**src/rtl/load_store_unit_pkg.sv**
```systemverilog
// Shared definitions for the load/store unit: RV32I opcodes, funct3
// width/sign encodings for loads and stores, the LSU state type and the
// access-legality helper used when an access is accepted.
package load_store_unit_pkg;

  // Base RV32I opcodes
  localparam logic [6:0] OPCODE_LOAD   = 7'b0000011;
  localparam logic [6:0] OPCODE_STORE  = 7'b0100011;
  localparam logic [6:0] OPCODE_OP_IMM = 7'b0010011;
  localparam logic [6:0] OPCODE_OP     = 7'b0110011;
  localparam logic [6:0] OPCODE_LUI    = 7'b0110111;
  localparam logic [6:0] OPCODE_AUIPC  = 7'b0010111;
  localparam logic [6:0] OPCODE_JAL    = 7'b1101111;
  localparam logic [6:0] OPCODE_JALR   = 7'b1100111;
  localparam logic [6:0] OPCODE_BRANCH = 7'b1100011;

  // Load funct3
  localparam logic [2:0] F3_LB  = 3'b000;
  localparam logic [2:0] F3_LH  = 3'b001;
  localparam logic [2:0] F3_LW  = 3'b010;
  localparam logic [2:0] F3_LBU = 3'b100;
  localparam logic [2:0] F3_LHU = 3'b101;

  // Store funct3
  localparam logic [2:0] F3_SB  = 3'b000;
  localparam logic [2:0] F3_SH  = 3'b001;
  localparam logic [2:0] F3_SW  = 3'b010;

  typedef enum logic [1:0] {
    IDLE   = 2'd0,
    ACCESS = 2'd1,
    DONE   = 2'd2
  } lsu_state_t;

  // 1 when funct3 is a legal width for the access direction and the
  // address is naturally aligned for that width.
  function automatic logic lsu_access_legal(input logic       st,
                                            input logic [2:0] f3,
                                            input logic [1:0] lo);
    logic ok;
    ok = 1'b0;
    // SB/SH/SW share encodings with LB/LH/LW, so only load names appear here.
    case (f3)
      F3_LB:   ok = 1'b1;
      F3_LH:   ok = ~lo[0];
      F3_LW:   ok = (lo == 2'b00);
      F3_LBU:  ok = ~st;
      F3_LHU:  ok = ~st & ~lo[0];
      default: ok = 1'b0;
    endcase
    return ok;
  endfunction

endpackage

```
**src/rtl/load_store_unit_if.sv**
```systemverilog
// Data-memory request/acknowledge port.
//   master (LSU side):    drives mem_req, mem_we, mem_addr, mem_wmask, mem_wdata
//                         samples mem_ack, mem_rdata
//   slave  (memory side): the reverse
interface load_store_unit_if;
  logic        mem_req;
  logic        mem_we;
  logic [31:0] mem_addr;
  logic [3:0]  mem_wmask;
  logic [31:0] mem_wdata;
  logic        mem_ack;
  logic [31:0] mem_rdata;

  modport master (
    output mem_req, mem_we, mem_addr, mem_wmask, mem_wdata,
    input  mem_ack, mem_rdata
  );

  modport slave (
    input  mem_req, mem_we, mem_addr, mem_wmask, mem_wdata,
    output mem_ack, mem_rdata
  );
endinterface

```
**src/rtl/load_store_unit_load_align.sv**
```systemverilog
// Combinational load aligner: picks the addressed byte/halfword out of the
// read word and sign- or zero-extends it according to funct3.
//   rdata     in  32  word returned by memory
//   addr_lo   in  2   low address bits selecting the lane
//   funct3    in  3   RV32I load width/sign encoding
//   load_word out 32  aligned, extended result
module lsu_load_align
  import load_store_unit_pkg::*;
(
  input  logic [31:0] rdata,
  input  logic [1:0]  addr_lo,
  input  logic [2:0]  funct3,
  output logic [31:0] load_word
);

  logic [7:0]  byte_sel;
  logic [15:0] half_sel;

  always_comb begin
    byte_sel = '0;
    case (addr_lo)
      2'd0:    byte_sel = rdata[7:0];
      2'd1:    byte_sel = rdata[15:8];
      2'd2:    byte_sel = rdata[23:16];
      default: byte_sel = rdata[31:24];
    endcase
    half_sel = addr_lo[1] ? rdata[31:16] : rdata[15:0];
  end

  always_comb begin
    load_word = '0;
    case (funct3)
      F3_LB:   load_word = {{24{byte_sel[7]}}, byte_sel};
      F3_LBU:  load_word = {24'd0, byte_sel};
      F3_LH:   load_word = {{16{half_sel[15]}}, half_sel};
      F3_LHU:  load_word = {16'd0, half_sel};
      F3_LW:   load_word = rdata;
      default: load_word = '0;
    endcase
  end

endmodule

```
**src/rtl/load_store_unit.sv**
```systemverilog
// Memory-access stage: takes the ALU effective address for a load or store,
// runs one req/ack transaction on the data-memory port and returns an aligned,
// extended load result. Misaligned or illegal accesses complete without ever
// raising mem_req; a memory that never acks is aborted after TIMEOUT_CYCLES.
//   clk, reset        single clock, synchronous active-high reset
//   start             begin access (sampled only when idle)
//   is_store, funct3  direction and width/sign select
//   addr, store_data  effective address and rs2 value
//   busy, done        busy in ACCESS/DONE; done pulses one cycle with results
//   load_data, misaligned, bus_error   results, valid with done
//   mem               data-memory port (master side)
module load_store_unit
  import load_store_unit_pkg::*;
#(
  parameter int unsigned TIMEOUT_CYCLES = 255
) (
  input  logic                      clk,
  input  logic                      reset,
  input  logic                      start,
  input  logic                      is_store,
  input  logic [2:0]                funct3,
  input  logic [31:0]               addr,
  input  logic [31:0]               store_data,
  output logic                      busy,
  output logic                      done,
  output logic [31:0]               load_data,
  output logic                      misaligned,
  output logic                      bus_error,
  load_store_unit_if.master         mem
);

  // Counter holds 0..TIMEOUT_CYCLES-1 ack-less cycles already seen.
  localparam int unsigned CNT_W = (TIMEOUT_CYCLES < 2) ? 1 : $clog2(TIMEOUT_CYCLES);
  localparam logic [CNT_W-1:0] CNT_LAST = CNT_W'(TIMEOUT_CYCLES - 1);

  lsu_state_t        state_q, state_d;
  logic [CNT_W-1:0]  cnt_q, cnt_d;
  logic [31:0]       addr_q, addr_d;
  logic [2:0]        funct3_q, funct3_d;
  logic              is_store_q, is_store_d;
  logic [31:0]       store_data_q, store_data_d;
  logic [31:0]       load_data_q, load_data_d;
  logic              misaligned_q, misaligned_d;
  logic              bus_error_q, bus_error_d;

  logic [31:0]       aligned_word;
  logic [3:0]        store_mask;
  logic [31:0]       store_word;
  logic              in_access;

  lsu_load_align u_load_align (
    .rdata     (mem.mem_rdata),
    .addr_lo   (addr_q[1:0]),
    .funct3    (funct3_q),
    .load_word (aligned_word)
  );

  always_ff @(posedge clk) begin
    if (reset) begin
      state_q      <= IDLE;
      cnt_q        <= '0;
      addr_q       <= '0;
      funct3_q     <= '0;
      is_store_q   <= 1'b0;
      store_data_q <= '0;
      load_data_q  <= '0;
      misaligned_q <= 1'b0;
      bus_error_q  <= 1'b0;
    end else begin
      state_q      <= state_d;
      cnt_q        <= cnt_d;
      addr_q       <= addr_d;
      funct3_q     <= funct3_d;
      is_store_q   <= is_store_d;
      store_data_q <= store_data_d;
      load_data_q  <= load_data_d;
      misaligned_q <= misaligned_d;
      bus_error_q  <= bus_error_d;
    end
  end

  always_comb begin
    state_d      = state_q;
    cnt_d        = cnt_q;
    addr_d       = addr_q;
    funct3_d     = funct3_q;
    is_store_d   = is_store_q;
    store_data_d = store_data_q;
    load_data_d  = load_data_q;
    misaligned_d = misaligned_q;
    bus_error_d  = bus_error_q;

    case (state_q)
      IDLE: begin
        if (start) begin
          addr_d       = addr;
          funct3_d     = funct3;
          is_store_d   = is_store;
          store_data_d = store_data;
          cnt_d        = '0;
          if (lsu_access_legal(is_store, funct3, addr[1:0])) begin
            state_d = ACCESS;
          end else begin
            state_d      = DONE;
            misaligned_d = 1'b1;
            bus_error_d  = 1'b0;
            load_data_d  = '0;
          end
        end
      end

      ACCESS: begin
        // Ack takes priority over expiry in the same cycle.
        if (mem.mem_ack) begin
          state_d      = DONE;
          load_data_d  = is_store_q ? '0 : aligned_word;
          misaligned_d = 1'b0;
          bus_error_d  = 1'b0;
        end else if (cnt_q == CNT_LAST) begin
          state_d      = DONE;
          load_data_d  = '0;
          misaligned_d = 1'b0;
          bus_error_d  = 1'b1;
        end else begin
          cnt_d = cnt_q + 1'b1;
        end
      end

      DONE: begin
        state_d      = IDLE;
        load_data_d  = '0;
        misaligned_d = 1'b0;
        bus_error_d  = 1'b0;
      end

      default: state_d = IDLE;
    endcase
  end

  always_comb begin
    store_mask = 4'b1111;
    store_word = store_data_q;
    case (funct3_q[1:0])
      2'b00: begin
        store_mask = 4'b0001 << addr_q[1:0];
        store_word = {4{store_data_q[7:0]}};
      end
      2'b01: begin
        store_mask = 4'b0011 << {addr_q[1], 1'b0};
        store_word = {2{store_data_q[15:0]}};
      end
      default: begin
        store_mask = 4'b1111;
        store_word = store_data_q;
      end
    endcase
  end

  // Bus outputs are forced to zero outside ACCESS so idle/reset looks quiet.
  always_comb begin
    in_access     = (state_q == ACCESS);
    mem.mem_req   = in_access;
    mem.mem_we    = in_access & is_store_q;
    mem.mem_addr  = in_access ? {addr_q[31:2], 2'b00} : '0;
    mem.mem_wmask = (in_access && is_store_q) ? store_mask : '0;
    mem.mem_wdata = (in_access && is_store_q) ? store_word : '0;
  end

  assign busy       = (state_q == ACCESS) || (state_q == DONE);
  assign done       = (state_q == DONE);
  assign load_data  = load_data_q;
  assign misaligned = misaligned_q;
  assign bus_error  = bus_error_q;

endmodule

```
**src/flat_wrapper.sv**
```systemverilog
// flat-port wrapper written by rule: the top's interface ports become plain ports
module load_store_unit_flat import load_store_unit_pkg::*;
#(
  parameter int unsigned TIMEOUT_CYCLES = 255
)
  (clk, reset, start, is_store, funct3, addr, store_data, busy, done, load_data, misaligned, bus_error, mem_mem_req, mem_mem_we, mem_mem_addr, mem_mem_wmask, mem_mem_wdata, mem_mem_ack, mem_mem_rdata);
  load_store_unit_if mem_i ();
  input  logic clk;
  input  logic reset;
  input  logic start;
  input  logic is_store;
  input  logic [2:0] funct3;
  input  logic [31:0] addr;
  input  logic [31:0] store_data;
  output logic busy;
  output logic done;
  output logic [31:0] load_data;
  output logic misaligned;
  output logic bus_error;
  output wire logic [$bits(mem_i.mem_req)-1:0] mem_mem_req;
  output wire logic [$bits(mem_i.mem_we)-1:0] mem_mem_we;
  output wire logic [$bits(mem_i.mem_addr)-1:0] mem_mem_addr;
  output wire logic [$bits(mem_i.mem_wmask)-1:0] mem_mem_wmask;
  output wire logic [$bits(mem_i.mem_wdata)-1:0] mem_mem_wdata;
  input wire logic [$bits(mem_i.mem_ack)-1:0] mem_mem_ack;
  input wire logic [$bits(mem_i.mem_rdata)-1:0] mem_mem_rdata;
  assign mem_mem_req = mem_i.mem_req;
  assign mem_mem_we = mem_i.mem_we;
  assign mem_mem_addr = mem_i.mem_addr;
  assign mem_mem_wmask = mem_i.mem_wmask;
  assign mem_mem_wdata = mem_i.mem_wdata;
  assign mem_i.mem_ack = mem_mem_ack;
  assign mem_i.mem_rdata = mem_mem_rdata;
  load_store_unit #(.TIMEOUT_CYCLES(TIMEOUT_CYCLES)) u_core (.clk(clk), .reset(reset), .start(start), .is_store(is_store), .funct3(funct3), .addr(addr), .store_data(store_data), .busy(busy), .done(done), .load_data(load_data), .misaligned(misaligned), .bus_error(bus_error), .mem(mem_i));
endmodule
```
**config.mk**
```make
export PLATFORM = sky130hd
export DESIGN_NAME = load_store_unit_flat
export DESIGN_NICKNAME = d
export VERILOG_FILES = /design/src/rtl/load_store_unit_pkg.sv /design/src/rtl/load_store_unit_if.sv /design/src/rtl/load_store_unit_load_align.sv /design/src/rtl/load_store_unit.sv /design/src/flat_wrapper.sv
export SDC_FILE = /design/constraint.sdc
export NUM_CORES = 1
export LEC_CHECK = 0
export ABC_AREA = 1
export BUFFER_PORTS_ARGS = -buffer_cell sky130_fd_sc_hd__buf_2
export CAP_MARGIN = 10
export CORE_AREA = 4 4 114 116
export CTS_BUF_LIST = sky130_fd_sc_hd__clkbuf_8
export DETAILED_ROUTE_END_ITERATION = 8
export DIE_AREA = 0 0 118 120
export GPL_TIMING_DRIVEN = 0
export PLACE_DENSITY_LB_ADDON = 0.25
export SYNTH_ARGS = -nofsm -noshare
export SYNTH_HDL_FRONTEND = slang
export SYNTH_SLANG_ARGS = --single-unit
```
**constraint.sdc**
```tcl
create_clock -name clk -period 2.13 [get_ports clk]
set_input_delay 0.426 -clock clk [delete_from_list [all_inputs] [get_ports clk]]
set_output_delay 0.426 -clock clk [all_outputs]
set_load 0.005 [all_outputs]
```
Yosys cells after proc, flatten, opt, wreduce, memory -nomap -nowiden. Index checks and enable logic that the tools add are counted.

Register bits after elaboration: 112. Input port bits: 104. Output and inout port bits: 106. Word-level logic and storage cells: 85.

$add $sub $neg: 1. Equal/unequal tests: 19. Shift-type cells: 2. Multiplexer cells: 36. Bitwise logic cells: 4. Reductions and logical operators: 14.

Operators by type and width (number): 2-to-1 mux 32 bit (7); one-hot mux 32 bit (5 select lines) (1); one-hot mux 32 bit (3 select lines) (1); one-hot mux 32 bit (2 select lines) (1); 2-to-1 mux 8 bit (3); one-hot mux 8 bit (3 select lines) (1); 2-to-1 mux 16 bit (1); one-hot mux 8 bit (2 select lines) (1); == test 3 bit (second input constant) (4); 2-to-1 mux 1 bit (10); adder 8 x 1 -> 8 bit (second input constant) (1); == test 8 bit (second input constant) (1); logical NOT 2 bit (4); 2-to-1 mux 2 bit (4); inequality test 2 bit (second input constant) (4); one-hot mux 4 bit (2 select lines) (1); AND reduction 4 bit (2); == test 2 x 1 -> 1 bit (second input constant) (3); == test 3 x 1 -> 1 bit (second input constant) (2); == test 3 x 2 -> 1 bit (second input constant) (2); logical NOT 3 bit (2); one-hot mux 1 bit (3 select lines) (2); one-hot mux 1 bit (5 select lines) (1); == test 2 bit (second input constant) (2); other kinds (12) (15).

Depth between registers and ports, before layout. Gate-level depths: netlist (run 1).

Word-level depth: 8. Depth in mapped cells: 11. Gate-level depth less buffers: 11.

Hierarchy. A second synthesis (run 1) with hierarchy kept.

Cell total of the unflattened synthesis: 1004. Area, all modules: 6323.6 um2.

Modules (own cells, without submodules): load_store_unit (times used 1, cells an instance 797, area each 5172.5 um2, seq. area each 2242.2 um2); lsu_load_align (times used 1, cells an instance 207, area each 1151.1 um2, seq. area each 0.0 um2).

Least setup slack after synthesis (run 1). Ideal clock, no wire load.

Kind: register to output. From: register u_core.state_q[1]. To: output mem_mem_wdata[25]. Data arrival time: 1545 ps. Required time: 1704 ps. Path slack: 159 ps. Cell stages (with the launch flop): 10. Buffers on the path: 2. Cells stage by stage: dfxtp_1 -> inv_1 -> ha_1 -> buf_2 -> nand2_1 -> inv_1 -> buf_4 -> o21ai_0 -> o21ai_0 -> o221a_2.

Word-level cells in the longest chain between the ends: 3.

RTL lines: start: declaration (RTL line load_store_unit.sv:36) `lsu_state_t state_q, state_d;`; start signal: assignment (RTL line load_store_unit.sv:70) `state_q <= state_d;`; == test 2 x 1 -> 1 bit (RTL line load_store_unit.sv:161) `in_access = (state_q == ACCESS);`; via mem_mem_req (RTL line flat_wrapper.sv:20) `output wire logic [$bits(mem_i.mem_req)-1:0] mem_mem_req;`; logical AND 1 bit (RTL line load_store_unit.sv:166) `mem.mem_wdata = (in_access && is_store_q) ? store_word : '0;`; 2-to-1 mux 32 bit (RTL line load_store_unit.sv:166); end: declaration (RTL line flat_wrapper.sv:24) `output wire logic [$bits(mem_i.mem_wdata)-1:0] mem_mem_wdata;`.

The timed path passes the listed nets, and every way through them passes these cells.

Final worst setup path (run 1).
From: register u_core.state_q[1]. To: output mem_mem_wdata[25].

Word-level cells in the longest chain between the ends: 3.

RTL lines (RTL line): == test 2 x 1 -> 1 bit (load_store_unit.sv:161); logical AND 1 bit (load_store_unit.sv:166); 2-to-1 mux 32 bit (load_store_unit.sv:166).

No other way between the ends.

==> metrics, run 1 <==
fin crit share=101.5%; TritonCTS Buffers=9; first-pass GRT wire length=29.77 mm; Avg Inst Size Synth=6.543 um^2; DRT antenna net count=0; ratio of cells with drive above 1 in the final layout=28.72%; chip width=118 um; final setup violation count=6; crit path DAT=1.74 ns; total power=5234 uW; GRT overflow=0; VDD IR-drop max=0.5145 mV; CTS Root Cell=clkbuf_8; worst endpoint required time=1.70 ns; Power Density=685.9 nW/um^2; number of global-route vias before repair=6133; Slew @ Worst Pin=0.5729 ns; fin crit period=2.163 ns; CP Class=reg2out; Synth Cell Area=5914 um^2; dpl cells=1259; failing checks=negative setup slack; r2r worst-path depth=13; Post-synth ARST share=0%; cts hold-fix bufs=0; post-synth cell types=36; Crit. End Element=output port; GPL Wtd Cong=0.9576; TritonCTS clock tree=done; Seq/Total Area, Yosys=37.91%; hold_ws=0.2689 ns; IO Count=210; gr usage total=25.74%; worst-path fanout max=5; clk_skew=0.007318 ns; core box area=11910 um^2; fmax=462.4 MHz; Post-synth EDFFs=0; DRT Pass-1 Iters=5; GR Util met2=42.83%; Residual DRC=0; Port Buffer Count=207; post-DP HPWL=14.19 mm; layout net count=1247; relative slew slack=61.66%; Die Y=120 um; Worst Hold Depth=3; met3 usage=6.126%; Post-Layout Cell Count=1289; run status=complete, but fails checks; clock buffer depth=2; Hold Path Class=in2reg; DR iter-0 viols=616; Clock Latency Late Sink=0.40 ns; fin. max-slew vios=0; Mapped Cells=904; Top FF cell, synth=dfxtp_1; met1 Track Usage GR=32.67%; P&R area growth vs syn=29.02%; largest net degree at the start of global routing=20; Diodes inserted=0; CTS H-tree depth=3; Most Used Layer, Global Route=met2; unrepaired setup endpoints after global routing=yes; Seq cells post-synth=112; LEAKAGE=0.004034 uW; kind of start point of the critical path=flop; total wire length=18.80 mm; Ys Warns=0; initial antenna violation count=0; Vias=6627; post-route setup slack=-0.03261 ns; total die area=14160 um^2; CTS Sinks=112; endpoints failing hold=0; Vias/cell=5.141; Initial Utilization=49.65%; max-cap violation count=0; Clock transition at path regs=0.11 ns; row count=40; Wirelength per Cell=14.59 um
==> cell usage in the layout, fill, tap and decap left out, drive strengths merged <==
master / n
a21oi: 78
xor2: 1
nand3: 52
conb: 2
o221a: 5
inv: 94
o22ai: 4
nor4: 1
clkinv: 2
o21ai: 125
a211oi: 2
dfxtp: 112
and2: 1
nand2: 136
o31ai: 1
ha: 6
buf: 255
nor2: 216
nand4: 6
clkbuf: 36
bufinv: 1
o31a: 1
a21boi: 1
nor3: 4
==> sequential cells by signal (all words and copies together) (netlist names) <==
name and count:
u_core.addr_q 32, u_core.load_data 32, u_core.store_data_q 32, u_core.cnt_q 8, u_core.funct3_q 3, u_core.state_q 2, u_core.bus_error 1, u_core.is_store_q 1
u_core.misaligned 1
==> final timing paths <==
kind / from / endpoint / slack (ns)
worst max-delay path: u_core.state_q[1]$_SDFFE_PP0P_ / mem_mem_wdata[25] / -0.03
worst min-delay path: addr[12] / u_core.addr_q[12]$_SDFFE_PP0P_ / 0.27
worst max register to register: u_core.state_q[1]$_SDFFE_PP0P_ / u_core.load_data[16]$_SDFFE_PP0P_ / 0.12
worst min register to register: u_core.load_data[6]$_SDFFE_PP0P_ / u_core.load_data[6]$_SDFFE_PP0P_ / 0.48
==> critical path, stage by stage, from the launching register on <==
cell	delay, ns
dfxtp_2	0.34
inv_2	0.07
ha_4	0.18
nand2_8	0.07
inv_4	0.08
buf_6	0.13
o21ai_4	0.08
o21ai_2	0.08
o221a_2	0.21
buf_2	0.11
==> what timing repair did <==
action,in CTS,in global routing
buffers inserted,13,3
resized for setup,44,34
cloned,1,0
endpoints found under the setup margin,67,70
pin swaps,4,2
==> kinds of logic after synthesis <==
group / count (synthesis) / share of synthesized area [%]
AOI/OAI and AO/OA: 217 / 19.27
xor gates and xnor gates: 1 / 0.1481
adders and majority gates: 6 / 1.269
buffers and inverters: 151 / 11.59
DFF: 112 / 37.91
other: 1 / 0.06340
and+or+nand+nor: 416 / 29.74
==> per-layer routing <==
layer | vias up | wire, um
met5 | - | 0
met4 | 0 | 400
met3 | 36 | 1489
met2 | 291 | 8815
met1 | 2934 | 8095
li1 | 3366 | -
==> report_power, final <==
group	total (uW)	internal, uW	switching (uW)
clock	1370	594	780
combinational	1470	534	939
sequential	2390	2270	113
==> metrics by stage <==
| step | setup WS (ns) | util (%) | setup TNS, ns | cell area, um^2 |
|---|---|---|---|---|
| after global placement | -0.4095 | 59.93 | -5.954 | 7138 |
| after global routing | -0.1093 | 64.07 | -1.169 | 7631 |
| after CTS | -0.1159 | 63.30 | -1.053 | 7540 |
| final | -0.03261 | 64.07 | -0.09608 | 7631 |
| after floorplan | 0.1588 | - | 0 | 5918 |
| after detailed placement | -0.4198 | 59.93 | -6.170 | 7138 |
==> layout make-up <==
cell class	count	area, um^2
fillers	1146	4280
multi-input cells	642	3118
flip-flops and latches	112	2247
repair buffers	224	1161
plain buffers	57	361.6
inverters	91	349.1
well taps	147	183.9
clock buffers	10	137.6
clock inverters	6	72.57
==> cells in the mapped netlist, types with 3 or more instances <==
cell type	n	area share [%]
buf_2	11	0.93
buf_8	3	0.76
nand2_4	3	0.57
ha_1	6	1.3
a21oi_1	77	6.5
clkbuf_1	29	1.8
nor3_1	4	0.34
nor2_1	212	13
buf_4	6	0.76
o21ai_1	7	0.59
inv_1	88	5.6
o221a_2	5	0.95
o21ai_0	118	10
buf_1	4	0.25
o22ai_1	4	0.42
nand2_2	5	0.53
nand4_1	6	0.63
dfxtp_1	112	38
buf_6	6	1.1
nand3_1	50	4.2
nand2_1	128	8.1
Power figures use the tool's default switching activity.
==> inputs of run 2 (changes only) <==
--- a/config.mk
+++ b/config.mk
@@ -5,13 +5,12 @@
 export SDC_FILE = /design/constraint.sdc
 export NUM_CORES = 1
 export LEC_CHECK = 0
-export ABC_AREA = 1
 export BUFFER_PORTS_ARGS = -buffer_cell sky130_fd_sc_hd__buf_2
 export CAP_MARGIN = 10
-export CORE_AREA = 4 4 114 116
+export CORE_AREA = 4 4 112 114
 export CTS_BUF_LIST = sky130_fd_sc_hd__clkbuf_8
 export DETAILED_ROUTE_END_ITERATION = 8
-export DIE_AREA = 0 0 118 120
+export DIE_AREA = 0 0 116 118
 export GPL_TIMING_DRIVEN = 0
 export PLACE_DENSITY_LB_ADDON = 0.25
 export SYNTH_ARGS = -nofsm -noshare
==> run 2 against run 1 <==
The flow now finishes without violations. Combinational power shrank 29%. Via count down 10%. Critical endpoint is now mem_mem_wmask[1]. Clock-buffer cell count unchanged.
==> metrics, run 2 <==
worst-path fanout max=10 (+5); cts hold-fix bufs=0 (unchanged); DRT Pass-1 Iters=6 (+1); relative slew slack=58.73% (-2.9 points); Seq/Total Area, Yosys=39.45% (+1.5 points); LEAKAGE=0.003354 uW (-17%); largest net degree at the start of global routing=21 (+5.0%); Crit. End Element=output port; Power Density=623.4 nW/um^2 (-9.1%); Die Y=118 um (-1.7%); gr usage total=24.71% (-1.0 points); Clock transition at path regs=0.12 ns (about the same); total wire length=17.63 mm (-6.2%); total power=4597 uW (-12%); Yosys top cell area share=39.45% (+1.5 points); Synth Cell Area=5684 um^2 (-3.9%); ratio of cells with drive above 1 in the final layout=31.56% (+2.8 points); DR iter-0 viols=538 (-13%); GRT overflow=0 (unchanged); Post-synth ARST share=0% (unchanged); fin crit share=96.67% (-4.9 points); Ys Warns=0 (unchanged); Avg Inst Size Synth=7.819 um^2 (+20%); Mapped Cells=727 (-20%); clk_skew=0.01176 ns (+0.004439 ns); P&R area growth vs syn=29.74%; most frequent cells in the layout=buf_2, nand2_1, dfxtp_1, a21oi_1, and2_1; max-cap violation count=0 (unchanged); Residual DRC=0 (unchanged); unrepaired setup endpoints after global routing=yes; Vias/cell=5.396 (+5.0%); fin. max-slew vios=0 (unchanged); VDD IR-drop max=0.6457 mV (+25%); kind of start point of the critical path=flop; top cells by instance count after synthesis=nand2_1, dfxtp_1, a21oi_1; TritonCTS Buffers=9 (unchanged); clock buffer depth=2 (unchanged); Wirelength per Cell=15.98 um (+9.6%); Clock Latency Late Sink=0.40 ns (about the same); DRT antenna net count=0 (unchanged); Diodes inserted=0 (unchanged); total die area=13690 um^2 (-3.3%); final setup violation count=0 (-6); fin crit period=2.059 ns (-0.1036 ns); Hold Path Class=in2reg; CTS Sinks=112 (unchanged); row count=39 (-2.5%); synth top area cells=dfxtp_1, nand2_1, a21oi_1, and2_1, mux2i_1; DP Area=6903 um^2 (-3.3%); worst endpoint required time=1.70 ns (about the same); post-DP HPWL=13.13 mm (-7.5%); fmax=485.7 MHz (+5.0%); initial antenna violation count=0 (unchanged); GPL Wtd Cong=0.9122 (-4.7%); Initial Utilization=49.78% (+0.13 points); number of global-route vias before repair=5608 (-8.6%); endpoints failing hold=0 (unchanged); IO Count=210 (unchanged); CTS H-tree depth=3 (unchanged); core box area=11420 um^2 (-4.1%); Vias=5952 (-10%); cell with the most instances after synthesis=nand2_1; crit path DAT=1.63 ns (-0.11 ns); TritonCTS clock tree=done; design area=7375 um^2 (-3.4%); Slew @ Worst Pin=0.6191 ns (+0.04618 ns); Fill cells=1065 (-7.1%); CP Class=reg2out; layout net count=1065 (-15%); Post-synth EDFFs=0 (unchanged); Port Buffer Count=207 (unchanged); first-pass GRT wire length=27.23 mm (-8.5%); Top FF cell, synth=dfxtp_1; CTS Root Cell=clkbuf_8; Seq cells post-synth=112 (unchanged); post-synth cell types=50 (+39%); Finished Core Util=64.58% (+0.52 points); chip width=116 um (-1.7%); leading cell type in the layout, fill and taps excluded=buf_2; run status=finished, final reports clean; biggest area consumer among synthesized cells=dfxtp_1
==> run 2: cell count changes after synthesis, moves of 15 or more <==
cell       delta
nor2_1      -180
nand3_1      -47
o21ai_0      -94
o2111ai_1    +17
nand2b_1     +25
a22o_1       +15
inv_1        -72
nand2_1      +44
mux2i_1      +28
a21oi_1      +23
and2_1       +47
==> run 2: kinds of logic (layout without fill, tap and decap cells) <==
kind of cell	after synthesis	count (layout)	synth area share, %
AOI/OAI and AO/OA	190	190	21.46
adders and majority gates	6	6	1.321
buffers and inverters	78	310	6.515
DFF	112	112	39.45
muxes	29	29	5.327
other	1	2	0.06597
and+or+nand+nor	311	311	25.86
==> run 2: metal layers <==
metal | global-route usage (%) | wire [um]
met5 | 0 | 0
met4 | 9.935 | 495
met3 | 7.506 | 1691
met2 | 39.53 | 8280
met1 | 30.74 | 7164
==> run 2: power by group <==
| group | total [uW] | switching, uW | internal (uW) |
|---|---|---|---|
| clock network | 1270 | 781 | 488 |
| registers | 2290 | 81.1 | 2210 |
| logic | 1040 | 608 | 430 |
| total | 4600 | 1470 | 3130 |
==> run 2: layout make-up <==
class | count | area (um^2) | share of cell area [%]
Multi-Input combinational cell | 538 | 3147 | 42.67
Sequential cell | 112 | 2250 | 30.51
Timing Repair Buffer | 219 | 1174 | 15.91
Buffer | 59 | 372.9 | 5.056
Tap cell | 143 | 178.9 | 2.426
Clock buffer | 10 | 137.6 | 1.866
Inverter | 16 | 60.06 | 0.8144
Clock inverter | 6 | 55.05 | 0.7465
==> run 2: critical path: stages, from the launching register on <==
cell and delay, ns:
dfxtp_2 0.35, inv_2 0.07, ha_4 0.18, nand2_2 0.08, clkbuf_2 0.22, a21oi_1 0.20
buf_2 0.14
==> run 2: worst paths after layout <==
| path | startpoint | endpoint | slack [ns] | cells after the start |
|---|---|---|---|---|
| max | u_core.state_q[1]$_SDFFE_PP0P_ | mem_mem_wmask[1] | 0.07 | 6 |
| min | store_data[21] | u_core.store_data_q[21]$_SDFFE_PP0P_ | 0.25 | 3 |
| max reg2reg | u_core.state_q[0]$_SDFFE_PP0P_ | u_core.load_data[13]$_SDFFE_PP0P_ | 0.09 | 7 |
| min reg2reg | u_core.addr_q[23]$_SDFFE_PP0P_ | u_core.addr_q[23]$_SDFFE_PP0P_ | 0.46 | 2 |
==> run 2: timing repair <==
action,CTS,global route
hold endpoints to repair,0,0
pin swaps,0,4
gates resized for setup,28,28
gates cloned,0,2
setup buffers,3,7
setup endpoints to repair,89,123
==> run 2: stage by stage <==
step	worst slack [ns]	TNS, ns	hold slack (ns)	cells
6_report	0.07102	0	0.2490	1103
5_1_grt	-0.02977	-0.3056	0.2374	1103
4_1_cts	0.008969	0	0.2341	1095
3_5_place_dp	-0.2200	-4.055	0.4421	1078
3_3_place_gp	-0.2003	-3.300	0.4380	1078
2_1_floorplan	0.2756	0	0.4317	728
==> inputs of run 3 (changes only) <==
==> constraint.sdc (replaced) <==
create_clock -name clk -period 2.63 [get_ports clk]
set_input_delay 0.526 -clock clk [delete_from_list [all_inputs] [get_ports clk]]
set_output_delay 0.526 -clock clk [all_outputs]
set_load 0.005 [all_outputs]
==> run 3 against run 2 <==
First-iteration DRC count increased by 12%. Non-clock buffer count decreased by 10. Highest routed layer unchanged. Clock-buffer cell count unchanged. Clock power decreased by 20%. Final area decreased by 3.6%. Combinational power decreased by 25%. Power decreased by 21%. Core utilization decreased by 2.3 points. Largest cell class unchanged. Critical endpoint unchanged. Largest power group unchanged. Clock skew decreased by 0.0014 ns.
==> metrics, run 3 (synthesis gave the netlist of run 2 again) <==
Clock transition at path regs=0.11 ns (about the same); DRT Pass-1 Iters=5 (-1); largest net degree at the start of global routing=21 (unchanged); core box area=11420 um^2 (unchanged); hold_ws=0.3504 ns (+0.1014 ns); Logic pwr share=21.4% (-1.2 points); clk_skew=0.01039 ns (-0.001367 ns); clock buffer depth=2 (unchanged); Diodes inserted=0 (unchanged); total die area=13690 um^2 (unchanged); TritonCTS Buffers=9 (unchanged); VDD IR-drop max=0.5239 mV (-19%); leading cell type in the layout, fill and taps excluded=buf_2; Initial Utilization=49.78% (unchanged); P&R area growth vs syn=25.03%; number of global-route vias before repair=5561 (-0.84%); chip width=116 um (unchanged); Hold Path Class=in2reg; LEAKAGE=0.003226 uW (-3.8%); TritonCTS clock tree=done; Vias/cell=5.371 (-0.48%); unrepaired setup endpoints after global routing=no; fmax=409.0 MHz; fin. max-slew vios=0 (unchanged); layout net count=1055 (-0.94%); max-cap violation count=0 (unchanged); Switching Share=31.96% (about the same); crit path DAT=1.92 ns (+0.29 ns); NetSw=1168 uW (-21%); CP Class=reg2out; Port Buffer Count=207 (unchanged); Worst Hold Depth=3 (unchanged); kind of start point of the critical path=flop; relative slew slack=27.13% (-32 points); fin crit period=2.445 ns; CTS Root Cell=clkbuf_8; initial antenna violation count=0 (unchanged); Reg power frac=50.6% (+0.8 points); most frequent cells in the layout=buf_2, nand2_1, dfxtp_1, a21oi_1, and2_1; r2r worst-path depth=7 (unchanged); IO Count=210 (unchanged); CTS Sinks=112 (unchanged); endpoints failing hold=0 (unchanged); worst-path fanout max=10 (unchanged); first-pass GRT wire length=27.21 mm (about the same); total power=3654 uW (-21%); run status=finished, final reports clean; final setup violation count=0 (unchanged); CTS H-tree depth=3 (unchanged); DR iter-0 viols=604 (+12%); post-CTS setup buffers=0 (-3); Clk pwr share=28.0% (+0.4 points); Wirelength per Cell=15.89 um (-0.60%); Residual DRC=0 (unchanged); cts hold-fix bufs=0 (unchanged); post-DP HPWL=13.13 mm (unchanged); fin crit share=92.96%; worst endpoint required time=2.10 ns (+0.40 ns); Sum Neg Setup Slack=0 ns (unchanged); Die Y=118 um (unchanged); total wire length=17.37 mm (-1.5%); Clock Latency Late Sink=0.40 ns (about the same); Power Density=514.2 nW/um^2 (-18%); GRT overflow=0 (unchanged); GPL Wtd Cong=0.9122 (unchanged); row count=39 (unchanged); gr usage total=24.67% (-0.042 points); Slew @ Worst Pin=1.078 ns (+0.4587 ns); internal power=2486 uW (-20%); Crit. End Element=output port; Vias=5870 (-1.4%); ratio of cells with drive above 1 in the final layout=28.00% (-3.6 points); DRT antenna net count=0 (unchanged)
-- run 3: worst max-delay path, cell delays in order (launching register included) --
cell and delay, ns:
dfxtp_1 0.39, inv_1 0.10, ha_4 0.22, nand2_1 0.10, clkbuf_1 0.44, a21oi_1 0.12
buf_2 0.16
-- run 3: metal layers --
metal / track usage, % / wire, um / vias up
li1: - / - / 2925
met1: 31.19 / 7177 / 2660
met2: 39.28 / 8116 / 246
met3: 7.506 / 1643 / 39
met4: 9.137 / 429 / 0
met5: 0 / 0 / -
-- run 3: through the flow --
stage	cell area [um^2]	std cells	util, %	setup slack, ns
CTS	7094	1093	62.13	0.001052
floorplan	5688	728	-	0.6756
global route	7107	1093	62.24	0.007994
detailed placement	6903	1078	60.45	0.1800
finish	7107	1093	62.24	0.1852
global placement	6903	1078	60.45	0.1997
-- run 3: worst paths after layout --
| kind | endpoint | slack (ns) | start |
|---|---|---|---|
| setup reg to reg | u_core.cnt_q[2]$_SDFFE_PP0P_ | 0.50 | u_core.state_q[0]$_SDFFE_PP0P_ |
| hold reg to reg | u_core.addr_q[23]$_SDFFE_PP0P_ | 0.46 | u_core.addr_q[23]$_SDFFE_PP0P_ |
| setup / recovery | mem_mem_wmask[1] | 0.19 | u_core.state_q[1]$_SDFFE_PP0P_ |
| hold / removal | u_core.addr_q[12]$_SDFFE_PP0P_ | 0.35 | addr[12] |
-- run 3: power groups by stage --
stage | combinational [uW] | clock (uW) | sequential (uW)
floorplan | 513 | 0 | 1870
global placement | 764 | 0 | 1890
detailed placement | 773 | 0 | 1890
CTS | 775 | 1050 | 1850
global route | 869 | 1110 | 1860
finish | 781 | 1020 | 1850
-- run 3: area by class of cell --
class	instances	area, um^2
Fill cell	1095	4312
Buffer	61	309.0
Clock inverter	6	55.05
Multi-Input combinational cell	538	3088
Tap cell	143	178.9
Timing Repair Buffer	207	1036
Clock buffer	10	137.6
Inverter	16	60.06
Sequential cell	112	2242
-- run 3: what timing repair did --
action,4_1_cts,5_1_grt
resized for setup,2,2
setup endpoints to repair,18,30
gates cloned,0,0
